$ cat src/rtl/scrolling_graph_ctrl.sv
// Peak-preserving decimator, saturating scaler and FIFO that releases
// samples to the scrolling graph only during vertical blanking.
module scrolling_graph_ctrl #(
  parameter int SCREEN_WIDTH    = 1280,
  parameter int SCREEN_HEIGHT   = 720,
  parameter int IN_WIDTH        = 12,
  parameter int DATA_RESOLUTION = 8,
  parameter int FIFO_DEPTH      = 16
) (
  input  logic                                  clk_in,
  input  logic                                  rst_n_in,
  input  logic [$clog2(SCREEN_HEIGHT)-1:0]      vcount_in,
  input  logic                                  sample_valid_in,
  input  logic signed [IN_WIDTH-1:0]            sample_in,
  input  logic [7:0]                            decim_in,
  input  logic [3:0]                            shift_in,
  input  logic [3:0]                            writes_per_frame_in,
  input  logic                                  freeze_in,
  output logic                                  data_valid_out,
  output logic signed [DATA_RESOLUTION-1:0]     data_out,
  output logic [$clog2(FIFO_DEPTH):0]           fifo_level_out,
  output logic [15:0]                           overflow_count_out
);

  localparam int AW = $clog2(FIFO_DEPTH);
  localparam int VW = (SCREEN_WIDTH > 0) ? $clog2(SCREEN_HEIGHT) : 1;
  localparam logic [AW:0] FULL = (AW+1)'(FIFO_DEPTH);
  localparam logic signed [IN_WIDTH-1:0] SMAX =
    IN_WIDTH'((1 << (DATA_RESOLUTION-1)) - 1);
  localparam logic signed [IN_WIDTH-1:0] SMIN = ~SMAX;

  typedef enum logic [1:0] {
    WAIT_ACTIVE,
    WAIT_BLANK,
    DRAIN
  } state_t;

  logic                              take;
  logic                              first;
  logic                              last;
  logic [7:0]                        cnt;
  logic [7:0]                        d_lat;
  logic [7:0]                        d_eff;
  logic signed [IN_WIDTH-1:0]        peak;
  logic signed [IN_WIDTH-1:0]        win_pk;
  logic signed [IN_WIDTH-1:0]        shifted;
  logic [IN_WIDTH:0]                 sx;
  logic [IN_WIDTH:0]                 s_abs;
  logic [IN_WIDTH:0]                 peak_abs;
  logic [IN_WIDTH:0]                 win_abs;
  logic signed [DATA_RESOLUTION-1:0] sat;
  logic                              push_v;
  logic signed [DATA_RESOLUTION-1:0] push_d;

  assign take = sample_valid_in && !freeze_in;

  always_comb begin
    first   = (cnt == 8'd0);
    d_eff   = d_lat;
    if (first)
      d_eff = (decim_in == 8'd0) ? 8'd1 : decim_in;
    sx      = {sample_in[IN_WIDTH-1], sample_in};
    s_abs   = sx[IN_WIDTH] ? (~sx + 1'b1) : sx;
    win_pk  = peak;
    win_abs = peak_abs;
    // strict compare: on a tie the earlier sample wins
    if (first || s_abs > peak_abs) begin
      win_pk  = sample_in;
      win_abs = s_abs;
    end
    last    = ((cnt + 8'd1) == d_eff);
    shifted = win_pk >>> shift_in;
    if (shifted > SMAX)
      sat = DATA_RESOLUTION'(SMAX);
    else if (shifted < SMIN)
      sat = DATA_RESOLUTION'(SMIN);
    else
      sat = DATA_RESOLUTION'(shifted);
  end

  always_ff @(posedge clk_in) begin
    if (!rst_n_in) begin
      cnt      <= '0;
      d_lat    <= '0;
      peak     <= '0;
      peak_abs <= '0;
      push_v   <= 1'b0;
      push_d   <= '0;
    end else begin
      push_v <= take && last;
      if (take) begin
        if (first)
          d_lat <= d_eff;
        peak     <= win_pk;
        peak_abs <= win_abs;
        push_d   <= sat;
        cnt      <= last ? 8'd0 : cnt + 8'd1;
      end
    end
  end

  state_t                            state;
  state_t                            state_n;
  logic [3:0]                        budget;
  logic [3:0]                        budget_n;
  logic                              blank;
  logic                              pop;
  logic                              push_ok;
  logic [AW-1:0]                     wptr;
  logic [AW-1:0]                     rptr;
  logic signed [DATA_RESOLUTION-1:0] mem [FIFO_DEPTH];

  assign blank   = vcount_in >= VW'(SCREEN_HEIGHT);
  assign pop     = (state == DRAIN) && (fifo_level_out != '0) &&
                   (budget != 4'd0) && !freeze_in;
  assign push_ok = push_v && ((fifo_level_out != FULL) || pop);

  always_comb begin
    state_n  = state;
    budget_n = budget;
    unique case (state)
      WAIT_ACTIVE: if (!blank) state_n = WAIT_BLANK;
      WAIT_BLANK: begin
        if (blank) begin
          state_n  = DRAIN;
          budget_n = writes_per_frame_in;
        end
      end
      DRAIN: begin
        if (pop)
          budget_n = budget - 4'd1;
        if (budget_n == 4'd0 || !blank)
          state_n = WAIT_ACTIVE;
      end
      default: state_n = WAIT_ACTIVE;
    endcase
  end

  always_ff @(posedge clk_in) begin
    if (push_ok)
      mem[wptr] <= push_d;
  end

  always_ff @(posedge clk_in) begin
    if (!rst_n_in) begin
      state              <= WAIT_ACTIVE;
      budget             <= '0;
      wptr               <= '0;
      rptr               <= '0;
      fifo_level_out     <= '0;
      overflow_count_out <= '0;
      data_valid_out     <= 1'b0;
      data_out           <= '0;
    end else begin
      state          <= state_n;
      budget         <= budget_n;
      data_valid_out <= pop;
      if (pop) begin
        data_out <= mem[rptr];
        rptr     <= rptr + 1'b1;
      end
      if (push_ok)
        wptr <= wptr + 1'b1;
      if (push_ok && !pop)
        fifo_level_out <= fifo_level_out + 1'b1;
      else if (pop && !push_ok)
        fifo_level_out <= fifo_level_out - 1'b1;
      if (push_v && !push_ok && overflow_count_out != 16'hFFFF)
        overflow_count_out <= overflow_count_out + 16'd1;
    end
  end

endmodule

$ cat config.mk
export PLATFORM = sky130hd
export DESIGN_NAME = scrolling_graph_ctrl
export DESIGN_NICKNAME = d
export VERILOG_FILES = /design/src/rtl/scrolling_graph_ctrl.sv
export SDC_FILE = /design/constraint.sdc
export NUM_CORES = 1
export LEC_CHECK = 0
export ABC_AREA = 1
export BUFFER_PORTS_ARGS = -buffer_cell sky130_fd_sc_hd__buf_2
export CAP_MARGIN = 20
export CELL_PAD_IN_SITES_DETAIL_PLACEMENT = 1
export CELL_PAD_IN_SITES_GLOBAL_PLACEMENT = 1
export CORE_ASPECT_RATIO = 2
export CORE_MARGIN = 4
export CORE_UTILIZATION = 47
export CTS_CLUSTER_SIZE = 8
export DETAILED_ROUTE_END_ITERATION = 8
export MAX_ROUTING_LAYER = met4
export PLACE_DENSITY_LB_ADDON = 0.1
export SLEW_MARGIN = 20
export SYNTH_ARGS = -nofsm -noshare
export SYNTH_HDL_FRONTEND = slang
export SYNTH_SLANG_ARGS = --single-unit
$ cat constraint.sdc
create_clock -name clk_in -period 5.14 [get_ports clk_in]
set_input_delay 1.028 -clock clk_in [delete_from_list [all_inputs] [get_ports clk_in]]
set_output_delay 1.028 -clock clk_in [all_outputs]
set_load 0.05 [all_outputs]
==> results_dict.tcl, run 1 <==
set metrics [dict create \
    outcome "completed" \
    overflow 0 \
    irDropWorstVdd_v 0.0002807 \
    port_buffers 67 \
    critPathKind "primary input to flip-flop" \
    max_stage_delay_ps 300 \
    power.total_mw 4.058 \
    p_switching_mw 0.9354 \
    drc 0 \
    skew_ps 12.83 \
    postLayoutCellArea_sq_um 11940 \
    fin_tns_setup_ps 0 \
    area_delta_synth_final_pct 13.36 \
    die_h_um 219.7 \
    grt_max_degree 67 \
    place_area_sq_um 11090 \
    cts_tree "yes" \
    power_per_cell_area_nw_per_um2 339.9 \
    p_int_mw 3.123 \
    grtUsageMet1 0.2144 \
    rows 77 \
    endpoint_kind "flip-flop" \
    fin_crit_sh 0.8619 \
    synth_edf_count 128 \
    grt_pass1_wl_um 46170 \
    startpoint "sample_in[1]" \
    clockBufferDepth 3 \
    critical-path-top-delay-family "simple AND/OR/NAND/NOR gates" \
    yosysUniqueCellTypes 47 \
    fin_ws_ps 709.8 \
    detail_route.iter0.violations 362 \
    r2r_start "budget[1]" \
    swShare 0.2305 \
    wl_per_cell_um 18.78 \
    clk_pin_slew_worst_paths_ps 50 \
    pwr-share-seq 0.481 \
    whs_ps 449.2 \
    routed_wirelength_um 28490 \
    synthCells 1159 \
    ys_async_sr_fraction 0 \
    die-area_sq_um 25010 \
    combPwrFrac 0.072 \
    yosysSeqAreaShare 0.5436 \
    nets 1292 \
    htreeDepth 1 \
    clock-sinks 222 \
    dp_slack_ps 107.3 \
    io_pins 72 \
    hp-class "flip-flop to flip-flop" \
    fin_cells 1517 \
    timing.fmax_mhz 225.7 \
    rsz0062_at_grt "false" \
    cap_viol_max_count 0 \
    placedCellCount 1465 \
    fp.dieW_um 113.9 \
    syn_area_sq_um 10530 \
    crit_buf_inv 4 \
    dp_hpwl_um 20410 \
    cts_resized 0 \
    cts_buffers 31 \
    finish.utilization 0.5412 \
    firstDrtPassIters 4 \
    yosysWarnings 0 \
    core_area_sq_um 22060 \
    synth_ff_type "edfxtp_1" \
    arrival_ps 4900 \
    insertedDiodeCount 0 \
    grt_pass1_vias 9136 \
    gp_congestion 0.8415 \
    nFillCells 2629 \
    slowest_stage "ha_1" \
    setup_viol_count_final 0 \
    antenna_found_initial 0 \
    cp.required_ps 5610 \
    clkPwrFrac 0.447 \
    grt.met2_usage 0.4967 \
    crit_top_cell "nand2_1" \
    cts_hold_buffers 0 \
    start_kind "primary input" \
    period_needed_ps 4430 \
    p_leak_nw 4.705 \
    ys_seq_elements 222 \
    grtUsageMet3 0.02391 \
    worstMarginPinSlew_ps 885.0 \
    maxSlewHeadroom 0.4078 \
    initial_utilization 0.4774 \
    post-cts-setup-buffer-count 0 \
    grtUsageTotal 0.2405 \
    synthesis.nets 1229 \
    busiest_layer "met2" \
    vias 8410 \
    vias_per_cell 5.544 \
    avgSynthCellArea_sq_um 9.088 \
    insertion_delay_ps 540 \
    ant_nets 0 \
    cts-root-buf "clkbuf_16" \
    finalMaxSlewViolations 0 \
    drive_gt1_frac 0.1209 \
    critPathMaxFanout 20 \
    finalHoldViolCount 0 \
]
[Yosys cell counts (2+ instances only)]
cell	number	area [sq um]
mux2i_1	2	20.02
nand3_1	72	360.4
nand4_1	7	43.79
o211ai_1	21	157.7
clkinv_1	5	18.77
nor3b_1	3	22.52
a31oi_1	3	18.77
dfxtp_1	94	1882
inv_1	111	416.7
a21oi_2	2	17.52
nor4_1	7	43.79
buf_6	2	22.52
nor3_1	17	85.08
o21a_1	3	22.52
ha_1	27	337.8
o21ai_0	125	625.6
a21oi_1	63	315.3
o21ai_1	4	20.02
a211oi_1	10	75.07
nand3b_1	3	22.52
nor2_1	152	570.6
o21ai_2	4	35.03
edfxtp_1	128	3844
xnor2_1	2	17.52
o221ai_1	23	201.4
buf_2	6	30.03
inv_2	3	11.26
o22ai_1	9	56.30
nand3_2	3	30.03
nand2_1	150	563.0
nand2_2	13	81.33
xor2_1	24	210.2
nand2_4	2	22.52
nor2_2	4	25.02
clkbuf_1	41	153.9
or2_2	3	18.77
[power groups by stage]
stage | Sequential (mW) | Clock, mW | Combinational, mW
after floorplan | 1.97 | 0 | 0.218
after global placement | 1.98 | 0 | 0.289
after detailed placement | 1.99 | 0 | 0.296
after CTS | 1.95 | 1.86 | 0.299
after global routing | 1.95 | 1.94 | 0.339
final | 1.95 | 1.82 | 0.292
[layout make-up]
type / count / area (sq um) / area share
Sequential cell: 222 / 5727 / 0.4796
Multi-Input combinational cell: 768 / 4134 / 0.3462
Clock buffer: 52 / 854.6 / 0.07157
Inverter: 119 / 446.7 / 0.03741
Timing Repair Buffer: 80 / 432.9 / 0.03626
Tap cell: 276 / 345.3 / 0.02892
[logic make-up after synthesis]
logic type | share of synthesized area
AND/OR/NAND/NOR | 0.1847
AO/OA/AOI/OAI | 0.1499
flip-flops | 0.5436
buffers and inverters | 0.06391
adder cells (fa/ha/maj) | 0.03397
XOR/XNOR | 0.02162
multiplexers | 0.001901
other | 0.0003560
[worst paths after layout]
| kind | slack [ps] | end | depth (start not counted) |
|---|---|---|---|
| setup / recovery | 710 | push_d[4] | 32 |
| hold / removal | 450 | flip-flop | 2 |
| setup reg to reg | 1740 | fifo_level_out[4] | 19 |
| hold reg to reg | 450 | flip-flop | 2 |
[worst register-to-register path, cell delays in order, from the launching register on]
cell,delay (ps)
dfxtp_1,410
inv_1,70
ha_1,180
inv_1,70
nor3_1,40
nor3_1,140
nand2_1,320
nand4_1,240
nand2_1,120
inv_1,170
ha_1,230
inv_1,120
fa_1,410
a21o_1,190
a21oi_1,160
nor2_1,60
nor2_1,80
nand2_1,70
o21ai_0,160
a21oi_1,50
[per-layer routing]
| layer | vias to the layer above | share of wire | wire length [um] |
|---|---|---|---|
| met5 | - | 0 | 0 |
| met2 | 127 | 0.61 | 17260 |
| li1 | 4131 | - | - |
| met1 | 4087 | 0.33 | 9383 |
| met4 | 0 | 0.039 | 1115 |
| met3 | 65 | 0.026 | 730 |
[sequential cells by signal (all words and copies together), names as in the netlist, 2 cells and up, named ones only]
name	flops
push_d	8
cnt	8
mem	128
wptr	4
rptr	4
state	2
budget	4
data_out	8
fifo_level_out	5
peak	9
peak_abs	13
overflow_count_out	16
d_lat	8
[cell usage in the layout (no fill, tap or decap), types with 2 or more instances in the layout]
master,count
nor2_1,152
nand2_1,150
edfxtp_1,128
o21ai_0,125
inv_1,111
dfxtp_1,93
nand3_1,72
buf_2,67
a21oi_1,63
clkbuf_16,31
ha_1,27
xor2_1,24
o221ai_1,23
o211ai_1,21
clkbuf_1,21
nor3_1,17
nand2_2,13
buf_4,13
a211oi_1,10
o22ai_1,9
nand4_1,7
nor4_1,7
clkinv_1,5
o21ai_1,4
nor2_2,4
o21ai_2,4
o21a_1,3
nand3b_1,3
nor3b_1,3
or2_2,3
inv_2,3
a31oi_1,3
nand3_2,3
xnor2_1,2
mux2i_1,2
nand2_4,2
a21oi_2,2
Power figures use the tool's default switching activity.
==> inputs of run 2 (changes only) <==
==> constraint.sdc (replaced) <==
create_clock -name clk_in -period 5.08 [get_ports clk_in]
set_input_delay 1.016 -clock clk_in [delete_from_list [all_inputs] [get_ports clk_in]]
set_output_delay 1.016 -clock clk_in [all_outputs]
set_load 0.05 [all_outputs]
==> run 2 against run 1 <==
Against the previous run: first-iteration DRC count decreased by 15%; flip-flop and latch count unchanged; global-route usage increased by 0.22 points; core utilization increased by 0.13 points; critical path depth unchanged; clock power about the same; critical endpoint is now push_d[6]; critical path type unchanged; via count increased by 0.37%; highest routed layer unchanged; largest power group unchanged.
==> results_dict.tcl, run 2 (synthesized netlist as in run 1, its figures left out) <==
set metrics [dict create \
    timing.fmax_mhz 219.0 \
    hp-class "flip-flop to flip-flop" \
    cts-root-buf "clkbuf_16" \
    ant_nets 0 \
    worstMarginPinSlew_ps 919.2 \
    cts_hold_buffers 0 \
    fin_ws_ps 514.7 \
    placedCellCount 1468 \
    die_h_um 219.7 \
    slowest_stage "nor3_1" \
    critPathKind "primary input to flip-flop" \
    drive_gt1_frac 0.1239 \
    io_pins 72 \
    antenna_found_initial 0 \
    insertion_delay_ps 530 \
    cts_resized 0 \
    initial_utilization 0.4774 \
    core_area_sq_um 22060 \
    finalMaxSlewViolations 0 \
    vias_per_cell 5.557 \
    cts_tree "yes" \
    wl_per_cell_um 18.86 \
    reg_top3 "mem: 128 flops, overflow_count_out: 16 flops, peak_abs: 13 flops" \
    detail_route.iter0.violations 309 \
    rsz0062_at_grt "false" \
    hp-start "peak[8]" \
    rows 77 \
    fin_tns_setup_ps 0 \
    crit_buf_inv 3 \
    fin_cells 1519 \
    power_per_cell_area_nw_per_um2 344.5 \
    routed_wirelength_um 28650 \
    place_area_sq_um 11110 \
    nets 1295 \
    endpoint_kind "flip-flop" \
    r2r_start "budget[1]" \
    maxSlewHeadroom 0.3849 \
    layout_commonest_cell "nor2_1" \
    dp_hpwl_um 20240 \
    port_buffers 67 \
    fp.dieW_um 113.9 \
    clockBufferDepth 3 \
    critPathMaxFanout 20 \
    clk_pin_slew_worst_paths_ps 50 \
    grt_pass1_vias 9181 \
    top_register "mem" \
    fin_crit_sh 0.8987 \
    drc 0 \
    area_delta_synth_final_pct 13.64 \
    reg2reg_depth 19 \
    max_stage_delay_ps 310 \
    dp_slack_ps -9.541 \
    firstDrtPassIters 4 \
    arrival_ps 5030 \
    largest_reg_flops 128 \
    overflow 0 \
    whs_path_depth 2 \
    skew_ps 8.580 \
    crit_top_cell "nand2_1" \
    critical-path-top-delay-family "simple AND/OR/NAND/NOR gates" \
    cp.required_ps 5540 \
    grtUsageTotal 0.2427 \
    htreeDepth 1 \
    irDropWorstVdd_v 0.0002775 \
    grt_max_degree 67 \
    insertedDiodeCount 0 \
    clock-sinks 222 \
    die-area_sq_um 25010 \
    grt_pass1_wl_um 46490 \
    postLayoutCellArea_sq_um 11970 \
    min_to "peak[8]" \
    gp_congestion 0.8499 \
    start_kind "primary input" \
    r2r_end "fifo_level_out[4]" \
    cap_viol_max_count 0 \
    vias 8441 \
    post-cts-setup-buffer-count 0 \
    setup_viol_count_final 0 \
    p_leak_nw 4.725 \
    cts_buffers 31 \
    finalHoldViolCount 0 \
    reg2reg_setup_slack_ps 1610 \
    final_cell_mix "nor2_1 (152), nand2_1 (150), edfxtp_1 (128)" \
    outcome "completed" \
    period_needed_ps 4565 \
]
==> run 2: per-layer routing <==
layer	GRT usage	wire (um)	vias up
met5	-	0	-
met4	0.1094	1325	0
met3	0.02638	765	59
met2	0.4908	17090	130
met1	0.2180	9462	4121
li1	-	-	4131
==> run 2: cell type report <==
| type | count | area [sq um] |
|---|---|---|
| repair buffers | 83 | 455.4 |
| flip-flops and latches | 222 | 5727 |
| fillers | 2583 | 10090 |
| multi-input cells | 768 | 4134 |
| well taps | 276 | 345.3 |
| clock buffers | 51 | 860.8 |
| inverters | 119 | 446.7 |
==> run 2: where the power goes <==
part	leakage (nW)	total, mW	switching, mW	internal [mW]
clock	0.412	1.85	0.717	1.13
combinational	2.37	0.302	0.196	0.106
sequential	1.94	1.97	0.0361	1.94
total	4.72	4.12	0.949	3.17
==> run 2: worst max-delay path by stage <==
stage | startpoint | end | cells after the start
5_1_grt | sample_in[1] | push_d[4] | 32
6_report | sample_in[1] | push_d[6] | 32
3_5_place_dp | sample_in[1] | push_d[6] | 32
4_1_cts | sample_in[1] | push_d[1] | 32
3_3_place_gp | sample_in[1] | push_d[0] | 28
2_1_floorplan | sample_in[1] | push_d[4] | 30
==> run 2: stage by stage <==
stage	utilization	hold WS (ps)	total power [mW]
after floorplan	-	423.1	2.212
after global placement	0.5035	435.0	2.304
after detailed placement	0.5035	449.3	2.314
after CTS	0.5425	456.3	4.174
after global routing	0.5425	478.2	4.296
final	0.5425	453.7	4.123
==> run 2: worst min-delay path, delay by kind of cell, from the launching register on <==
kind	cells	cell delay [ps]
buffers and inverters	1	60
AO/OA/AOI/OAI	1	50
flip-flops	1	290
==> inputs of run 3 (changes only) <==
==> constraint.sdc (replaced) <==
create_clock -name clk_in -period 5.08 [get_ports clk_in]
set_input_delay 0.508 -clock clk_in [delete_from_list [all_inputs] [get_ports clk_in]]
set_output_delay 0.508 -clock clk_in [all_outputs]
set_load 0.05 [all_outputs]
==> run 3 against run 2 <==
Against the previous run: sequential power barely moved; flip-flop and latch count did not move; register-to-register slack improved by 50 ps; largest power group unchanged; wire length fell by 1.6%; via count fell by 0.75%; cell area fell by 0.49%; core utilization fell by 0.27 points.
==> results_dict.tcl, run 3 (synthesized netlist as in run 1, its figures left out) <==
set metrics [dict create \
    hp-class "primary input to flip-flop" \
    p_switching_mw 0.9512 \
    critPathKind "primary input to flip-flop" \
    timing.fmax_mhz 250.5 \
    power.total_mw 4.118 \
    swShare 0.2310 \
    layout_commonest_cell "nor2_1" \
    htreeDepth 1 \
    port_buffers 67 \
    arrival_ps 4460 \
    clockBufferDepth 3 \
    antenna_found_initial 0 \
    die_h_um 219.7 \
    grt_max_degree 67 \
    fp.dieW_um 113.9 \
    firstDrtPassIters 4 \
    rsz0062_at_grt "false" \
    clk_pin_slew_worst_paths_ps 50 \
    max_stage_delay_ps 300 \
    cts-root-buf "clkbuf_16" \
    top_register "mem" \
    reg2reg_setup_slack_ps 1660 \
    p_leak_nw 4.687 \
    maxSlewHeadroom 0.3853 \
    insertion_delay_ps 540 \
    finalHoldViolCount 0 \
    fin_tns_setup_ps 0 \
    cts_tree "yes" \
    cts_resized 0 \
    largest_reg_flops 128 \
    clkPwrFrac 0.450 \
    grtUsageTotal 0.2362 \
    pwr-share-seq 0.479 \
    wl_per_cell_um 18.65 \
    reg_top3 "mem: 128 flops, overflow_count_out: 16 flops, peak_abs: 13 flops" \
    drive_gt1_frac 0.1190 \
    initial_utilization 0.4774 \
    combPwrFrac 0.071 \
    dp_hpwl_um 20000 \
    setup_viol_count_final 0 \
    nets 1287 \
    outcome "completed" \
    io_pins 72 \
    fin_crit_sh 0.7857 \
    crit_top_cell "nand2_1" \
    overflow 0 \
    cap_viol_max_count 0 \
    gp_congestion 0.8452 \
    finish.utilization 0.5398 \
    area_delta_synth_final_pct 13.08 \
    clock-sinks 222 \
    power_per_cell_area_nw_per_um2 345.8 \
    skew_ps 16.54 \
    p_int_mw 3.167 \
    detail_route.iter0.violations 392 \
    cts_hold_buffers 0 \
    cp.required_ps 5550 \
    insertedDiodeCount 0 \
    post-cts-setup-buffer-count 0 \
    whs_ps 257.6 \
    slowest_stage "ha_1" \
    finalMaxSlewViolations 0 \
    worstMarginPinSlew_ps 918.7 \
    grt_pass1_vias 8887 \
    routed_wirelength_um 28180 \
    start_kind "primary input" \
    vias_per_cell 5.545 \
    die-area_sq_um 25010 \
    core_area_sq_um 22060 \
    period_needed_ps 3992 \
    rows 77 \
    final_cell_mix "nor2_1 (152), nand2_1 (150), edfxtp_1 (128)" \
    drc 0 \
    ant_nets 0 \
    irDropWorstVdd_v 0.0002483 \
    grt_pass1_wl_um 45250 \
    placedCellCount 1460 \
    cts_buffers 31 \
    endpoint_kind "flip-flop" \
    vias 8378 \
    fin_cells 1511 \
    critPathMaxFanout 20 \
]
## run 3: cell count changes in the layout (fill, tap and decap cells not counted), sizes merged
cell | previous run | this run
buf | 83 | 75
## run 3: critical path: cells and delay by family
family	cells	cell delay (ps)
and+or+nand+nor	24	2460
AOI/OAI and AO/OA	2	500
adders and majority gates	2	460
buffers and inverters	3	270
xor gates and xnor gates	1	240
## run 3: power groups by stage
stage | Sequential (mW) | Combinational, mW | Clock [mW]
after global placement | 2.01 | 0.290 | 0
after detailed placement | 2.01 | 0.298 | 0
final | 1.97 | 0.292 | 1.85
after global routing | 1.98 | 0.340 | 1.98
after CTS | 1.97 | 0.300 | 1.89
after floorplan | 1.99 | 0.220 | 0
## run 3: cell type report
class,count,area (sq um)
clock buffer,51,860.8
inverter,119,446.7
multi-input combinational,768,4134
fill,2615,10150
tap,276,345.3
timing repair buffer,75,395.4
sequential,222,5728
## run 3: routing by layer
layer	routed length, um	track usage	share of wire	vias to the layer above
met5	0	-	0	-
met2	16640	0.4782	0.59	137
met3	758	0.02528	0.027	69
met4	1414	0.1070	0.050	0
li1	-	-	-	4113
met1	9364	0.2118	0.33	4059
## run 3: through the flow
stage                     area [sq um]  worst slack [ps]
after floorplan                  10530              1620
after detailed placement         11050             469.6
after global placement           11050             636.2
after global routing             11910             679.0
after CTS                        11910              1024
final                            11910              1088
## run 3: final timing paths
path / cells past startpoint / to / from
min: 3 / budget[3] / writes_per_frame_in[3]
max: 32 / push_d[5] / sample_in[1]
min reg2reg: 2 / peak[9] / peak[9]
max reg2reg: 19 / fifo_level_out[4] / budget[1]
